$ cat config.mk
export PLATFORM = sky130hd
export DESIGN_NAME = unidade_controle_param_flat
export DESIGN_NICKNAME = d
export VERILOG_FILES = /design/src/rtl/unidade_controle_param_if.sv /design/src/rtl/unidade_controle_param.sv /design/src/flat_wrapper.sv
export SDC_FILE = /design/constraint.sdc
export NUM_CORES = 1
export LEC_CHECK = 0
export ABC_AREA = 1
export CAP_MARGIN = 15
export CORE_ASPECT_RATIO = 0.7
export CORE_UTILIZATION = 43
export DETAILED_ROUTE_END_ITERATION = 8
export PLACE_DENSITY = 0.87
export RECOVER_POWER = 25
export SLEW_MARGIN = 20
export SYNTH_ARGS = -nofsm -noshare
export SYNTH_HDL_FRONTEND = slang
export SYNTH_SLANG_ARGS = --single-unit
$ cat constraint.sdc
create_clock -name Clock -period 3.6 [get_ports Clock]
set_clock_uncertainty 0.2 [all_clocks]
set_input_delay 0.36 -clock Clock [delete_from_list [all_inputs] [get_ports Clock]]
set_output_delay 0.36 -clock Clock [all_outputs]
set_load 0.1 [all_outputs]
$ cat src/rtl/unidade_controle_param_if.sv
// Control-unit <-> datapath signal bundle for the grupo 4 processor.
// master = control unit (drives strobes), slave = datapath / environment.
interface unidade_controle_param_if #(
  parameter int NREG = 8
);
  localparam int RA = $clog2(NREG);
  localparam int IW = 3 + 2 * RA;

  logic            Run;
  logic [IW-1:0]   Instrucao;
  logic            GZero;
  logic            IRin;
  logic            IncrPc;
  logic            ADDRin;
  logic            DOUTin;
  logic            W_D;
  logic [NREG-1:0] Rin;
  logic [NREG-1:0] Rout;
  logic            Ain;
  logic            Gin;
  logic            Gout;
  logic [1:0]      Ulaop;
  logic            DINout;
  logic            Done;
  logic            Busy;

  modport master (
    input  Run, Instrucao, GZero,
    output IRin, IncrPc, ADDRin, DOUTin, W_D, Rin, Rout,
           Ain, Gin, Gout, Ulaop, DINout, Done, Busy
  );

  modport slave (
    output Run, Instrucao, GZero,
    input  IRin, IncrPc, ADDRin, DOUTin, W_D, Rin, Rout,
           Ain, Gin, Gout, Ulaop, DINout, Done, Busy
  );
endinterface

$ cat src/rtl/unidade_controle_param.sv
// Multi-cycle control FSM for the grupo 4 processor: self-sequenced fetch
// from the PC register, mv/mvi/add/sub/ld/st/mvnz execution, configurable
// memory latency and a Run/Done/Busy handshake.
module unidade_controle_param #(
  parameter int NREG    = 8,
  parameter int MEM_LAT = 1
) (
  input logic                       Clock,
  input logic                       Resetn,
  unidade_controle_param_if.master  bus
);
  localparam int RA = $clog2(NREG);
  localparam int IW = 3 + 2 * RA;
  // Wait counter holds MEM_LAT; keep at least one bit so MEM_LAT=0 still elaborates.
  localparam int CW = (MEM_LAT > 0) ? $clog2(MEM_LAT + 1) : 1;

  localparam logic [CW-1:0]   LAT_LOAD = CW'(MEM_LAT);
  localparam logic [CW-1:0]   LAT_LAST = CW'(1);
  localparam logic [RA-1:0]   PC_IDX   = RA'(NREG - 1);
  localparam logic [NREG-1:0] PC_ONEHOT = {1'b1, {(NREG-1){1'b0}}};

  typedef enum logic [2:0] {
    S_IDLE, S_F0, S_FW, S_F1, S_T1, S_T2, S_TW, S_T3
  } state_t;

  typedef enum logic [2:0] {
    OP_MV   = 3'b000,
    OP_MVI  = 3'b001,
    OP_ADD  = 3'b010,
    OP_SUB  = 3'b011,
    OP_LD   = 3'b100,
    OP_ST   = 3'b101,
    OP_MVNZ = 3'b110,
    OP_NOP  = 3'b111
  } opcode_t;

  state_t          state;
  logic [CW-1:0]   wait_cnt;
  opcode_t         op;
  logic [RA-1:0]   rx;
  logic [RA-1:0]   ry;
  logic [NREG-1:0] onehot_rx;
  logic [NREG-1:0] onehot_ry;
  logic            last_step;

  assign op        = opcode_t'(bus.Instrucao[IW-1 -: 3]);
  assign rx        = bus.Instrucao[2*RA-1:RA];
  assign ry        = bus.Instrucao[RA-1:0];
  assign onehot_rx = NREG'(1) << rx;
  assign onehot_ry = NREG'(1) << ry;

  // Identify the step that completes the current instruction (the Done state).
  always_comb begin
    // NOTE: every signal assigned here gets a default first so no latch is inferred.
    last_step = 1'b0;
    if (state == S_T3) begin
      last_step = 1'b1;
    end else if (state == S_T1) begin
      last_step = (op == OP_MV) || (op == OP_MVNZ) || (op == OP_NOP);
    end
  end

  // Step sequencing and memory wait counter.
  always_ff @(posedge Clock) begin
    // NOTE: synchronous reset; Resetn only takes effect at a rising Clock edge.
    if (!Resetn) begin
      // NOTE: non-blocking assignments for all registered state in this block.
      state    <= S_IDLE;
      wait_cnt <= '0;
    end else if (last_step) begin
      state <= bus.Run ? S_F0 : S_IDLE;
    end else begin
      case (state)
        S_IDLE: if (bus.Run) state <= S_F0;
        S_F0: begin
          if (MEM_LAT == 0) begin
            state <= S_F1;
          end else begin
            state    <= S_FW;
            wait_cnt <= LAT_LOAD;
          end
        end
        S_FW: begin
          if (wait_cnt == LAT_LAST) state <= S_F1;
          else                      wait_cnt <= wait_cnt - LAT_LAST;
        end
        S_F1: state <= S_T1;
        S_T1: begin
          case (op)
            OP_MVI, OP_LD: begin
              if (MEM_LAT == 0) begin
                state <= S_T3;
              end else begin
                state    <= S_TW;
                wait_cnt <= LAT_LOAD;
              end
            end
            OP_ADD, OP_SUB, OP_ST: state <= S_T2;
            default:               state <= S_IDLE;
          endcase
        end
        S_T2: state <= S_T3;
        S_TW: begin
          if (wait_cnt == LAT_LAST) state <= S_T3;
          else                      wait_cnt <= wait_cnt - LAT_LAST;
        end
        default: state <= S_IDLE;
      endcase
    end
  end

  // Datapath strobes: decoded from the step and the IR contents. IR only
  // holds the new instruction from T1 on, so these cannot be precomputed a
  // cycle early.
  always_comb begin
    bus.IRin   = 1'b0;
    bus.IncrPc = 1'b0;
    bus.ADDRin = 1'b0;
    bus.DOUTin = 1'b0;
    bus.W_D    = 1'b0;
    bus.Rin    = '0;
    bus.Rout   = '0;
    bus.Ain    = 1'b0;
    bus.Gin    = 1'b0;
    bus.Gout   = 1'b0;
    bus.Ulaop  = 2'b00;
    bus.DINout = 1'b0;
    bus.Done   = last_step;
    bus.Busy   = (state != S_IDLE);
    case (state)
      S_F0: begin
        bus.Rout   = PC_ONEHOT;
        bus.ADDRin = 1'b1;
      end
      S_F1: begin
        bus.IRin   = 1'b1;
        bus.IncrPc = 1'b1;
      end
      S_T1: begin
        case (op)
          OP_MV: begin
            bus.Rout = onehot_ry;
            bus.Rin  = onehot_rx;
          end
          OP_MVI: begin
            bus.Rout   = PC_ONEHOT;
            bus.ADDRin = 1'b1;
          end
          OP_ADD, OP_SUB: begin
            bus.Rout = onehot_rx;
            bus.Ain  = 1'b1;
          end
          OP_LD, OP_ST: begin
            bus.Rout   = onehot_ry;
            bus.ADDRin = 1'b1;
          end
          OP_MVNZ: begin
            if (!bus.GZero) begin
              bus.Rout = onehot_ry;
              bus.Rin  = onehot_rx;
            end
          end
          default: ;
        endcase
      end
      S_T2: begin
        case (op)
          OP_ADD, OP_SUB: begin
            bus.Rout  = onehot_ry;
            bus.Gin   = 1'b1;
            bus.Ulaop = (op == OP_SUB) ? 2'b01 : 2'b00;
          end
          OP_ST: begin
            bus.Rout   = onehot_rx;
            bus.DOUTin = 1'b1;
          end
          default: ;
        endcase
      end
      S_T3: begin
        case (op)
          OP_MVI: begin
            bus.DINout = 1'b1;
            bus.Rin    = onehot_rx;
            // Loading an immediate into the PC overrides the increment.
            bus.IncrPc = (rx != PC_IDX);
          end
          OP_LD: begin
            bus.DINout = 1'b1;
            bus.Rin    = onehot_rx;
          end
          OP_ADD, OP_SUB: begin
            bus.Gout = 1'b1;
            bus.Rin  = onehot_rx;
          end
          OP_ST: bus.W_D = 1'b1;
          default: ;
        endcase
      end
      default: ;
    endcase
  end
endmodule

$ cat src/flat_wrapper.sv
// flat-port wrapper written by rule: the top's interface ports become plain ports
module unidade_controle_param_flat 
#(
  parameter int NREG    = 8,
  parameter int MEM_LAT = 1
)
  (Clock, Resetn, bus_Run, bus_Instrucao, bus_GZero, bus_IRin, bus_IncrPc, bus_ADDRin, bus_DOUTin, bus_W_D, bus_Rin, bus_Rout, bus_Ain, bus_Gin, bus_Gout, bus_Ulaop, bus_DINout, bus_Done, bus_Busy);
  unidade_controle_param_if #(.NREG(NREG)) bus_i ();
  input logic Clock;
  input logic Resetn;
  input wire logic [$bits(bus_i.Run)-1:0] bus_Run;
  input wire logic [$bits(bus_i.Instrucao)-1:0] bus_Instrucao;
  input wire logic [$bits(bus_i.GZero)-1:0] bus_GZero;
  output wire logic [$bits(bus_i.IRin)-1:0] bus_IRin;
  output wire logic [$bits(bus_i.IncrPc)-1:0] bus_IncrPc;
  output wire logic [$bits(bus_i.ADDRin)-1:0] bus_ADDRin;
  output wire logic [$bits(bus_i.DOUTin)-1:0] bus_DOUTin;
  output wire logic [$bits(bus_i.W_D)-1:0] bus_W_D;
  output wire logic [$bits(bus_i.Rin)-1:0] bus_Rin;
  output wire logic [$bits(bus_i.Rout)-1:0] bus_Rout;
  output wire logic [$bits(bus_i.Ain)-1:0] bus_Ain;
  output wire logic [$bits(bus_i.Gin)-1:0] bus_Gin;
  output wire logic [$bits(bus_i.Gout)-1:0] bus_Gout;
  output wire logic [$bits(bus_i.Ulaop)-1:0] bus_Ulaop;
  output wire logic [$bits(bus_i.DINout)-1:0] bus_DINout;
  output wire logic [$bits(bus_i.Done)-1:0] bus_Done;
  output wire logic [$bits(bus_i.Busy)-1:0] bus_Busy;
  assign bus_i.Run = bus_Run;
  assign bus_i.Instrucao = bus_Instrucao;
  assign bus_i.GZero = bus_GZero;
  assign bus_IRin = bus_i.IRin;
  assign bus_IncrPc = bus_i.IncrPc;
  assign bus_ADDRin = bus_i.ADDRin;
  assign bus_DOUTin = bus_i.DOUTin;
  assign bus_W_D = bus_i.W_D;
  assign bus_Rin = bus_i.Rin;
  assign bus_Rout = bus_i.Rout;
  assign bus_Ain = bus_i.Ain;
  assign bus_Gin = bus_i.Gin;
  assign bus_Gout = bus_i.Gout;
  assign bus_Ulaop = bus_i.Ulaop;
  assign bus_DINout = bus_i.DINout;
  assign bus_Done = bus_i.Done;
  assign bus_Busy = bus_i.Busy;
  unidade_controle_param #(.NREG(NREG), .MEM_LAT(MEM_LAT)) u_core (.Clock(Clock), .Resetn(Resetn), .bus(bus_i));
endmodule
# Yosys cells after proc, flatten, opt, wreduce, memory -nomap -nowiden
# Index checks and enable logic that the tools add are counted.
# totals
out_inout_bits	29
ff_bits	4
word_cells	77
input_bits	13
# classes
muxes	37
n_eq_ne	19
reduce_logical	15
add_sub_neg	1
n_bitwise	1
n_shift	2
# op_table
op	n
$pmux W8 S2	3
$pmux W8 S4	1
$eq A3 B3 Y1 const B	8
$mux W8	3
$pmux W8 S3	1
$pmux W3 S7	1
$mux W1	18
$shl A1 B3 Y8 const A	2
$eq A3 B2 Y1 const B	4
$mux W3	4
$reduce_or A3 Y1	3
$eq A3 B1 Y1 const B	2
$logic_not A3 Y1	2
$ne A3 B2 Y1 const B	2
$ne A3 B3 Y1 const B	2
$pmux W3 S2	1
$reduce_and A3 Y1	2
$reduce_bool A3 Y1	2
$reduce_or A2 Y1	3
$mux W2	2
$pmux W1 S2	2
$reduce_or A4 Y1	1
$pmux W1 S3	1
$logic_or A1 B1 Y1	2
3 further kinds	3

# Depth between registers and ports, before layout
# depth
depth_word	7
mapped_depth	9
depth_no_buf	9

# Least setup slack after synthesis
# No wires, ideal clock.
# synth_timing
path_kind	input -> output
startpoint	input port bus_Instrucao[6]
endpoint	output port bus_Rin[0]
cell_stages	7
path_buffers	0
slack_ns	-0.061
required_time_ns	3.040
arrival_ns	3.101
path_cell_list	nor2_1 -> nand2_1 -> nand2_1 -> nand2_1 -> nor2_2 -> nor2_4 -> a21oi_1
# synth_between
elab_chain_cells	4
# synth_rtl
item	line_no	source
start, declared	flat_wrapper.sv:12	input wire logic [$bits(bus_i.Instrucao)-1:0] bus_Instrucao;
$eq A3 B2 Y1, or another cell as far along	unidade_controle_param.sv:181	case (op)
$reduce_or A4 Y1 (no source line)	-	
$mux W8	unidade_controle_param.sv:181	
$pmux W8 S2 *	unidade_controle_param.sv:130	case (state)
end, declared	flat_wrapper.sv:19	output wire logic [$bits(bus_i.Rin)-1:0] bus_Rin;
# Every way passes the cells marked *; elsewhere a longest branch is shown, timed or not.

# Worst setup path in the final report
# layout_timing
startpoint	input port bus_Instrucao[6]
endpoint	output port bus_IncrPc
# layout_between
elab_chain_cells	3
# layout_rtl
item	line_no	source
$eq A3 B1 Y1	unidade_controle_param.sv:181	
$mux W1	unidade_controle_param.sv:181	
$pmux W1 S2	unidade_controle_param.sv:130	
end, declared	flat_wrapper.sv:15	output wire logic [$bits(bus_i.IncrPc)-1:0] bus_IncrPc;
# Every way passes these cells.

==> results by stage <==
Status:
- The run finished with clean final reports.

Global route:
- The total routing resource utilization after global routing is 0.271.
- The via count of the first global-routing pass was 911.
- The first global-routing pass estimated 4070 µm of wire.
- The maximum number of pins on one net before global-route repair is 21.
- The initial antenna violation count is 0.
- Global routing finished with a remaining overflow of 0.

Power:
- The clock network fraction of design power is 0.173.
- The total power per unit cell area is 298 nW/µm².
- The combinational fraction of design power is 0.637.
- The maximum vdd ir drop is 313 µV.
- Of the total power, the share spent switching nets is 0.587.
- The part of the total power dissipated in sequential elements is 0.190.
- Internal power comes to 144 µW.
- Summed over all nets, the switching power comes to 204 µW.
- The static leakage is 0.597 nW.

Worst setup path:
- The data arrival time at the worst-slack endpoint is 2.33 ns.
- The kind of cell adding the most delay to the critical path is buffers and inverters.
- For the worst setup path, the data required time is 3.04 ns.
- Traced cell by cell, the critical path runs through dlygate4sd3_1 -> nand3_1 -> nor2_1 -> nand2_1 -> nand2_1 -> clkbuf_1.
- In this run the critical register-to-register path is launched from u_core.state[2].
- The master of the slowest instance on the critical path is sky130_fd_sc_hd__clkbuf_1.
- The path length in cells of the critical path is 6.
- The class of the most critical setup path is in2out.
- Counting cells, the worst reg-to-reg path comes to 8.
- The cell type with the highest occurrence count on the critical path is sky130_fd_sc_hd__nand2_1.
- In this run the worst path has a maximum fanout of 7.
- The worst register-to-register path has a setup slack of 1.83 ns.
- Counting both buffers and inverters, the worst setup path holds a total of 2.
- STA classifies the critical path startpoint as a primary input.
- In this design, the stage delay of the slowest critical-path cell is 0.86 ns.
- The end of the worst register-to-register path is u_core.state[0].
- The critical path capture point type is a primary output.

STA:
- The clock period minus worst slack is 2.89 ns.
- Setup violations remaining at the end of the flow were counted as 0.
- For the pin with the worst max-slew slack, the measured transition is 1.16 ns.
- The final max-slew violation count is 0.
- Setup repair after global routing left no endpoint under its margin.
- The final-report hold violation count was 0.
- In the final timing run, aggregate negative setup slack is 0 ns.
- Timing would allow up to 346 MHz.
- Of the available clock period, the critical path in the final layout requires 0.802.
- Measured against its own limit, the worst slew margin works out to 0.227.

Synthesis:
- In the synthesized netlist, the number of instances is 160.
- By area the synthesized netlist is led by sky130_fd_sc_hd__nand2_1, sky130_fd_sc_hd__nand3_1, sky130_fd_sc_hd__dfxtp_1.
- A synthesized cell averages 5.22 µm².
- The summed instance area of the synthesized netlist is 835 µm².
- The share of synthesized area occupied by flip-flops and latches is 0.0960.
- The synthesized netlist net count is 173.
- The count of unique library cells instantiated by Yosys is 21.
- The register bit total from synthesis is 4.
- The cell accounting for the most synthesized area is sky130_fd_sc_hd__nand2_1.
- For this run, the number of Yosys warnings is 0.
- Of the post-synthesis cell area, the dominant cell type holds 0.225.

Worst hold path:
- The launch instance of the worst min-delay path is u_core.wait_cnt.
- Along the worst hold path, the cell count comes to 2.
- The worst hold path class is reg2reg.
- For hold timing, the worst endpoint is u_core.wait_cnt.

Detailed routing:
- The total wirelength of the detailed-routed design is 2630 µm.
- In the final routed layout, each cell accounts on average for 12.0 µm.
- The number of DRC markers in iteration 0 is 47.
- Once detail routing completed, the nets flagged for antenna violations numbered 0.
- The detailed-route vias per instance is 5.37.
- The total number of vias is 1177.
- The number of iterations in the first detailed-routing pass is 4.
- The post-route DRC violation count is 0.

Clock network:
- The post-cts gate resize count is 0.
- The clock tree buffer depth is 2.
- The CTS tree is done.
- The clock-pin transition on the worst setup and hold timing paths is 0.04 ns.
- The clock sink count is 4.
- CTS built an H-tree with a depth of 1.
- The tree is rooted in a sky130_fd_sc_hd__clkbuf_4.
- The post-CTS setup buffer count is 0.
- The number of hold buffers added after CTS was 0.
- The number of CTS-inserted buffers is 3.
- The clock network latency to the later pin of the worst-skew pair is 0.25 ns.

Finish:
- The final layout contains 213 nets.
- The area growth from synthesis to layout is 39.4%.
- The fraction of layout instances using a drive strength above 1 is 0.197.
- The number of diodes is 0.
- After routing the design area is 1160 µm².
- The most frequent standard cell in the layout excluding fill and tap cells is sky130_fd_sc_hd__nand2_1.
- Leaving out fill and tap cells, the most frequent cells in the layout are sky130_fd_sc_hd__nand2_1, sky130_fd_sc_hd__buf_4, sky130_fd_sc_hd__inv_1, sky130_fd_sc_hd__nor2_1, sky130_fd_sc_hd__nand3_1.

Floorplan:
- The floorplan die area is 2120 µm².
- The width of the chip is 54.7 µm.
- The core region is 1700 µm².
- The effective utilization at floorplan is 0.492.
- The number of I/O pins is 42.
- The y dimension of the die is 38.9 µm.
- The initialized floorplan defines 12 standard-cell rows.

Placed design:
- The congestion estimate from routability-driven global placement came to 0.872.
- During placement, the flow inserted port buffers numbering 40.
- After detailed placement, the total cell area comes to 1150 µm².
- Detailed placement finished with a half-perimeter wire length of 2110 µm.

Run:
- The tool flagged a number of max-cap violations equal to 0.
[cells by family (layout without fill, tap and decap cells)]
group / Yosys count / in the layout / share of synthesized area
compound gates: 34 / 34 / 0.253
buf+inv: 25 / 63 / 0.141
other cells: 1 / 1 / 0.00449
flops: 4 / 4 / 0.0960
simple gates: 96 / 96 / 0.505
[flip-flops by register name, summed over array words and instances, names as in the netlist]
signal           cells
u_core.state         3
u_core.wait_cnt      1
[worst max-delay path by stage]
| stage | from | to | slack, ns |
|---|---|---|---|
| 2_1_floorplan | bus_Instrucao[6] | bus_Rin[0] | -0.06 |
| 3_3_place_gp | bus_Instrucao[6] | bus_Rin[1] | 1.10 |
| 3_5_place_dp | bus_Instrucao[6] | bus_Rin[0] | 1.02 |
| 4_1_cts | u_core.state[0] | bus_Busy | 0.94 |
| 5_1_grt | bus_Instrucao[7] | bus_IncrPc | 0.60 |
| 6_report | bus_Instrucao[6] | bus_IncrPc | 0.71 |
[Yosys cell counts, drive strengths merged]
library cell	n
nand2	54
nor2	23
inv	20
nand3	17
a21oi	12
o21bai	9
o22ai	9
buf	5
dfxtp	4
o21ai	3
nor3	2
a221oi	1
conb	1
[worst register-to-register path, delay by kind of cell (launching register included)]
| kind | cells | cell delay [ns] |
|---|---|---|
| and+or+nand+nor | 8 | 1.04 |
| DFF | 1 | 0.46 |
[metal layers]
metal	vias to the layer above	track usage	wire [µm]
li1	601	-	-
met1	515	0.379	1180
met2	59	0.419	1160
met3	2	0.0627	279
met4	0	0.0449	13
met5	-	0	0
[area by class of cell]
type                    count  area, µm²
flip-flops and latches      4       80.1
multi-input cells         131        634
clock buffers               3       22.5
well taps                  21       26.3
repair buffers             40        325
inverters                  20       75.1
fillers                   152        533
[per-stage QoR]
stage / total power, mW / std cells / utilization / hold WS [ns] / setup slack [ns]
global placement: 0.283 / 216 / 0.678 / 0.252 / 1.10
floorplan: 0.233 / 160 / - / 0.237 / -0.0606
global route: 0.366 / 219 / 0.686 / 0.293 / 0.602
CTS: 0.350 / 219 / 0.692 / 0.272 / 0.937
detailed placement: 0.288 / 216 / 0.678 / 0.262 / 1.02
finish: 0.347 / 219 / 0.686 / 0.281 / 0.713
[power groups by stage]
stage	clock, mW	sequential (mW)	combinational, mW
2_1_floorplan	0	0.0618	0.171
3_3_place_gp	0	0.0649	0.218
3_5_place_dp	0	0.0656	0.222
4_1_cts	0.0624	0.0648	0.223
5_1_grt	0.0668	0.0660	0.233
6_report	0.0601	0.0659	0.221
Note: power is estimated with default switching activity, not from simulation.
